**src/rtl/end_screen_draw.sv**
```systemverilog
// Full-screen image overlay stage: fetches a ROM pixel per timing position, aligns it
// with 2-clk delayed timing and applies a per-frame fade-in, or bypasses upstream RGB.
module end_screen_draw #(
    parameter int ADDR_WIDTH  = 20,
    parameter int DATA_WIDTH  = 12,
    parameter int FADE_FRAMES = 4
) (
    input  logic                  clk,
    input  logic                  rst,
    input  logic                  enable,
    input  logic [10:0]           vcount_in,
    input  logic                  vsync_in,
    input  logic                  vblnk_in,
    input  logic [10:0]           hcount_in,
    input  logic                  hsync_in,
    input  logic                  hblnk_in,
    input  logic [11:0]           rgb_in,
    output logic [ADDR_WIDTH-1:0] rom_addr,
    input  logic [DATA_WIDTH-1:0] rom_data,
    output logic [10:0]           vcount_out,
    output logic                  vsync_out,
    output logic                  vblnk_out,
    output logic [10:0]           hcount_out,
    output logic                  hsync_out,
    output logic                  hblnk_out,
    output logic [11:0]           rgb_out
);
    localparam int CNT_W    = (FADE_FRAMES > 1) ? $clog2(FADE_FRAMES) : 1;
    localparam int CHANNELS = DATA_WIDTH / 4;

    typedef enum logic [1:0] {IDLE, FADING, FULL} state_t;

    state_t           state_reg, state_next;
    logic [4:0]       level_reg, level_next;
    logic [CNT_W-1:0] frame_cnt_reg, frame_cnt_next;
    logic             frame_start;

    assign frame_start = (hcount_in == 11'd0) && (vcount_in == 11'd0);

    always_ff @(posedge clk or posedge rst) begin
        if (rst) begin
            state_reg     <= IDLE;
            level_reg     <= 5'd0;
            frame_cnt_reg <= '0;
        end else begin
            state_reg     <= state_next;
            level_reg     <= level_next;
            frame_cnt_reg <= frame_cnt_next;
        end
    end

    // Disable overrides everything, including a level step due on the same cycle.
    always_comb begin
        state_next     = state_reg;
        level_next     = level_reg;
        frame_cnt_next = frame_cnt_reg;
        if (!enable) begin
            state_next     = IDLE;
            level_next     = 5'd0;
            frame_cnt_next = '0;
        end else if (frame_start) begin
            case (state_reg)
                IDLE: begin
                    state_next     = FADING;
                    level_next     = 5'd0;
                    frame_cnt_next = '0;
                end
                FADING: begin
                    if (frame_cnt_reg == CNT_W'(FADE_FRAMES - 1)) begin
                        frame_cnt_next = '0;
                        level_next     = level_reg + 5'd1;
                        if (level_reg == 5'd15)
                            state_next = FULL;
                    end else begin
                        frame_cnt_next = frame_cnt_reg + CNT_W'(1);
                    end
                end
                FULL:    state_next = FULL;
                default: state_next = IDLE;
            endcase
        end
    end

    logic [10:0] vcount_s1, hcount_s1;
    logic        vsync_s1, vblnk_s1, hsync_s1, hblnk_s1, enable_s1;
    logic [11:0] rgb_s1;

    always_ff @(posedge clk or posedge rst) begin
        if (rst) begin
            rom_addr  <= '0;
            vcount_s1 <= 11'd0;
            vsync_s1  <= 1'b0;
            vblnk_s1  <= 1'b0;
            hcount_s1 <= 11'd0;
            hsync_s1  <= 1'b0;
            hblnk_s1  <= 1'b0;
            rgb_s1    <= 12'd0;
            enable_s1 <= 1'b0;
        end else begin
            rom_addr  <= ADDR_WIDTH'({vcount_in[9:0], hcount_in[9:0]});
            vcount_s1 <= vcount_in;
            vsync_s1  <= vsync_in;
            vblnk_s1  <= vblnk_in;
            hcount_s1 <= hcount_in;
            hsync_s1  <= hsync_in;
            hblnk_s1  <= hblnk_in;
            rgb_s1    <= rgb_in;
            enable_s1 <= enable;
        end
    end

    // The ROM's own output register is the second pipeline stage for the pixel data,
    // so only the controls and the level travel through stage 2 here.
    logic        blank_s2, enable_s2;
    logic [11:0] rgb_s2;
    logic [4:0]  level_s2;

    always_ff @(posedge clk or posedge rst) begin
        if (rst) begin
            vcount_out <= 11'd0;
            vsync_out  <= 1'b0;
            vblnk_out  <= 1'b0;
            hcount_out <= 11'd0;
            hsync_out  <= 1'b0;
            hblnk_out  <= 1'b0;
            blank_s2   <= 1'b0;
            enable_s2  <= 1'b0;
            rgb_s2     <= 12'd0;
            level_s2   <= 5'd0;
        end else begin
            vcount_out <= vcount_s1;
            vsync_out  <= vsync_s1;
            vblnk_out  <= vblnk_s1;
            hcount_out <= hcount_s1;
            hsync_out  <= hsync_s1;
            hblnk_out  <= hblnk_s1;
            blank_s2   <= hblnk_s1 | vblnk_s1;
            enable_s2  <= enable_s1;
            rgb_s2     <= rgb_s1;
            level_s2   <= level_reg;
        end
    end

    logic [DATA_WIDTH-1:0] scaled;

    for (genvar gi = 0; gi < CHANNELS; gi++) begin : g_channel
        logic [8:0] prod;
        assign prod = {5'd0, rom_data[gi*4 +: 4]} * {4'd0, level_s2};
        assign scaled[gi*4 +: 4] = prod[7:4];
    end

    always_comb begin
        rgb_out = 12'h000;
        if (!blank_s2)
            rgb_out = enable_s2 ? scaled : rgb_s2;
    end
endmodule

```
**config.mk**
```make
export PLATFORM = sky130hd
export DESIGN_NAME = end_screen_draw
export DESIGN_NICKNAME = d
export VERILOG_FILES = /design/src/rtl/end_screen_draw.sv
export SDC_FILE = /design/constraint.sdc
export NUM_CORES = 1
export LEC_CHECK = 0
export BUFFER_PORTS_ARGS = -buffer_cell sky130_fd_sc_hd__buf_2
export CORE_UTILIZATION = 57
export CTS_CLUSTER_SIZE = 16
export DETAILED_ROUTE_END_ITERATION = 8
export GPL_ROUTABILITY_DRIVEN = 0
export PLACE_DENSITY = 0.85
export SETUP_SLACK_MARGIN = 0.05
export SKIP_CTS_REPAIR_TIMING = 1
export SLEW_MARGIN = 20
export SYNTH_ARGS = -nofsm -noshare
export SYNTH_HDL_FRONTEND = slang
export SYNTH_SLANG_ARGS = --single-unit
```
**constraint.sdc**
```tcl
create_clock -name clk -period 7.3 [get_ports clk]
set_input_delay 1.46 -clock clk [delete_from_list [all_inputs] [get_ports clk]]
set_output_delay 1.46 -clock clk [all_outputs]
set_load 0.02 [all_outputs]
```
# [Word-level counts from Yosys, hierarchy flattened]
# Cells that the tools add are included.
[op_classes] n_eq_ne=8 bitwise=1 n_mux=15 n_reduce_logical=7 add_sub_neg=2 n_mul=3
[ops] op="4-bit by 5-bit multiplier with 8-bit output" n=3
[ops] op="12-bit two-way mux" n=2
[ops] op="11-bit zero test" n=2
[ops] op="5-bit two-way mux" n=3
[ops] op="2-bit two-way mux" n=7
[ops] op="5-bit one-hot mux with 2 select lines" n=1
[ops] op="3-bit inequality test, second input constant" n=2
[ops] op="2-bit one-hot mux with 3 select lines" n=1
[ops] op="3-bit AND reduction" n=2
[ops] op="5-bit by 1-bit adder with 5-bit output, second input constant" n=1
[ops] op="5-bit by 4-bit == test with 1-bit output, second input constant" n=1
[ops] op="2-bit == test, second input constant" n=2
[ops] op="2-bit one-hot mux with 2 select lines" n=1
[ops] op="3-bit by 1-bit inequality test with 1-bit output, second input constant" n=1
[ops] op="2-bit by 1-bit adder with 2-bit output, second input constant" n=1
[ops] op="2-bit by 1-bit == test with 1-bit output, second input constant" n=1
[ops] op="2-bit zero test" n=1
[ops] op="2-bit by 1-bit inequality test with 1-bit output, second input constant" n=1
[ops] op="2-bit AND reduction" n=1
[ops] op="1-bit logical AND" n=1
[ops] op="1-bit OR" n=1
[word_totals] elab_cells=58 out_inout_bits=58 ff_bits=113 in_bits=53

# [Longest topological paths before layout]
[logic_depth] ltp_word=6 mapped_depth=12

# [Least setup slack after synthesis]
# Ideal clock, no wire load.
[synth_path] kind="input to output" from="input rom_data[7]" to="output rgb_out[7]" stages=10 required_ps=5840 path_slack_ps=1713 t_arrival_ps=4127 path_cell_list="and2_1 -> fa_1 -> inv_1 -> fa_1 -> inv_1 -> ha_1 -> o21a_1 -> a31oi_1 -> xnor2_1 -> a211oi_1"
[synth_between] elab_chain_len=3
[synth_rtl] element="start, declared" line_no="19" source="input logic [DATA_WIDTH-1:0] rom_data,"
[synth_rtl] element="4-bit by 5-bit multiplier with 8-bit output" line_no="148" source="assign prod = {5'd0, rom_data[gi*4 +: 4]} * {4'd0, level_s2};"
[synth_rtl] element="12-bit two-way mux" line_no="155" source="rgb_out = enable_s2 ? scaled : rgb_s2;"
[synth_rtl] element="12-bit two-way mux" line_no="154" source="if (!blank_s2)"
[synth_rtl] element="end, declared" line_no="26" source="output logic [11:0] rgb_out"
# No other way between the ends.

# [Final worst setup path]
[layout_path] from="input rom_data[11]" to="output rgb_out[11]"
# Same word-level chain as after synthesis.

==> flow_summary.yaml <==
hold_path:
  hold_path.class: "reg -> reg"
sta:
  final.setup.tns_ns: 0
  fin_crit_ns: 5.838
  setup_viol: 0
  hold_violations: 0
  fin_crit_sh_pct: 79.97
  max_freq_mhz: 171.3
  fin_skew_ns: 0.006941
  worst_slew_pin_slew_ns: 0.7803
  final_max_slew_viol_count: 0
  rsz0062_at_grt: "false"
  slew_headroom_pct: 47.98
yosys:
  avgSynthCellArea_um2: 12.26
  synth_nets: 454
  synth-seq-cells: 93
  synth.distinct_cells: 47
  yosys_warnings: 0
  synth_commonest_cells: "dfrtp_1 (93), and2_1 (33), ha_1 (32)"
  synth_top_cell_by_area: "dfrtp_1"
  yosysSeqAreaShare_pct: 53.62
  async_flop_share_pct: 100.0
  synth.top_cell.area_share_pct: 53.62
  postSynthCellCount: 354
  synth_area_leaders: "dfrtp_1 (54%), ha_1 (9.2%), fa_1 (6.9%), and2_1 (4.8%), buf_4 (3.5%)"
  yosysMostFrequentCell: "dfrtp_1"
  synthFlopType: "dfrtp_1"
  synth_edf_count: 0
  syn_area_um2: 4340
placed_design:
  port-buffer-count: 110
  detailed_place_hpwl_um: 6122
  dp_cells: 537
power_and_ir_drop:
  leakagePower_uw: 0.002633
  power_density_nw_per_um2: 197.1
  vdd_drop_max_mv: 0.2044
layout:
  multiInputGateArea_um2: 1764
  diodes: 0
  drive_above_1_share_pct: 28.85
  nNetsFinal: 549
  reg.largest.list: "rgb_s1 (12), rgb_s2 (12)"
  nFillCells: 555
  area_growth_pct: 16.17
  regArea_um2: 2327
  final_cells: 553
floorplan:
  rows: 31
  die_y_um: 89.26
  dieWidth_um: 89.26
  die_area_um2: 7967
  core_area_um2: 7292
  io_pins: 111
  start_util_pct: 59.52
critical_path:
  worstPathRequired_ns: 5.84
  path_max_fanout: 5
  crit_type: "in -> out"
  cp-end-kind: "primary output"
  critPathLaunchType: "input pin"
  crit_arrival_ns: 4.38
route:
  vias: 2906
  wl_per_cell_um: 14.37
  via_per_inst: 5.255
  drc: 0
  drt-initial-drc-count: 80
  wl_um: 7945
  ant_nets: 0
  drt-pass1-iter-count: 5
cts:
  cts_tree: "yes"
  clk_latency_ns: 0.34
  cts_root_buf: "clkbuf_8"
  clock_sink_count: 93
  cts_buffers: 9
  h-tree-depth: 3
  clk_pin_slew_ns: 0.08
  clockBufferDepth: 2
global_routing:
  grt_max_degree: 94
  grt_pass1_wl_um: 12700
  grt_pass1_vias: 2893
  antenna_found_initial: 0
  grt_usage_pct: 21.65
  overflow: 0
flow_run:
  max_cap_viol_count: 0
outcome:
  status: "completed"
## path summary, 6_finish.rpt
check | startpoint | to | slack, ns | cells past startpoint
worst min register to register | rgb_s1[3] | rgb_s2[3] | 0.35 | 0
min in group asynchronous | rst | vcount_s1[5] | 1.30 | 3
worst max-delay path | rom_data[11] | rgb_out[11] | 1.46 | 12
worst max register to register | state_reg[1] | level_reg[3] | 5.57 | 5
max in group asynchronous | rst | vcount_s1[8] | 5.45 | 3
worst min-delay path | rgb_s1[3] | rgb_s2[3] | 0.35 | 0
## metal layers
metal  part of all wire (%)  routed length, um  global-route usage, %
met1                     42               3345                  25.52
met2                     48               3780                  36.02
met3                    8.9                707                  8.587
met4                    1.4                112                  8.081
met5                      0                  0                      0
## cell families (layout without fill, tap and decap cells)
logic type / Yosys count / after routing / share of synthesized area (%)
buf+inv: 46 / 146 / 5.736
xor+xnor: 11 / 11 / 2.220
mux: 5 / 5 / 1.153
fa+ha+maj: 47 / 47 / 16.14
flops: 93 / 93 / 53.62
simple gates: 108 / 108 / 14.04
compound gates: 44 / 44 / 7.092
## placed cells by master, fill, tap and decap left out, drive strengths merged, types with 2 or more instances in the layout
| cell | instances |
|---|---|
| nor3b | 2 |
| nand3 | 4 |
| a31oi | 2 |
| nand3b | 2 |
| nor2 | 11 |
| a211o | 3 |
| xnor2 | 8 |
| clkinv | 2 |
| mux2i | 5 |
| fa | 15 |
| a21oi | 7 |
| and3 | 3 |
| ha | 32 |
| nand2 | 29 |
| a21o | 4 |
| o21bai | 3 |
| o22ai | 2 |
| buf | 111 |
| nand4 | 8 |
| nor2b | 2 |
| nor3 | 2 |
| o21ai | 6 |
| inv | 18 |
| dfrtp | 93 |
| and2 | 33 |
| a22o | 3 |
| clkbuf | 11 |
| clkinvlp | 3 |
| nor4 | 7 |
| xor2 | 3 |
| nand2b | 2 |
| a211oi | 5 |
| o21a | 2 |
## final cells by class
cell class	count	area share, %
multi-input cells	215	34.99
inverters	19	1.439
well taps	99	2.457
clock buffers	11	2.605
repair buffers	111	11.14
clock inverters	5	1.216
flip-flops and latches	93	46.15
## report_power, final
group	switching (uW)	leakage, uW	internal, uW
registers	12.7	0.00111	544
logic	74.4	0.00143	40.3
clock network	164	0.0000858	159
total	251	0.00263	743
## through the flow
step           setup slack (ns)  total power, uW  cell area (um^2)  hold slack [ns]  util, %
4_1_cts                   1.459             1002              5039           0.3531    69.10
6_report                  1.462            994.0              5042           0.3519    69.15
3_5_place_dp              1.475            682.0              4846           0.3347    66.46
3_3_place_gp              1.580            676.6              4846           0.3318    66.46
5_1_grt                   1.236             1038              5042           0.3601    69.15
2_1_floorplan             1.713            641.1              4340           0.3312        -
## critical path: stages
cell	delay, ns
buf_2	0.13
and2_1	0.16
fa_1	0.55
inv_1	0.06
fa_1	0.53
inv_1	0.04
ha_1	0.33
nand4_1	0.11
o211ai_1	0.35
nand4_1	0.14
a41oi_1	0.30
buf_2	0.22
(Power assumes the default switching activity.)
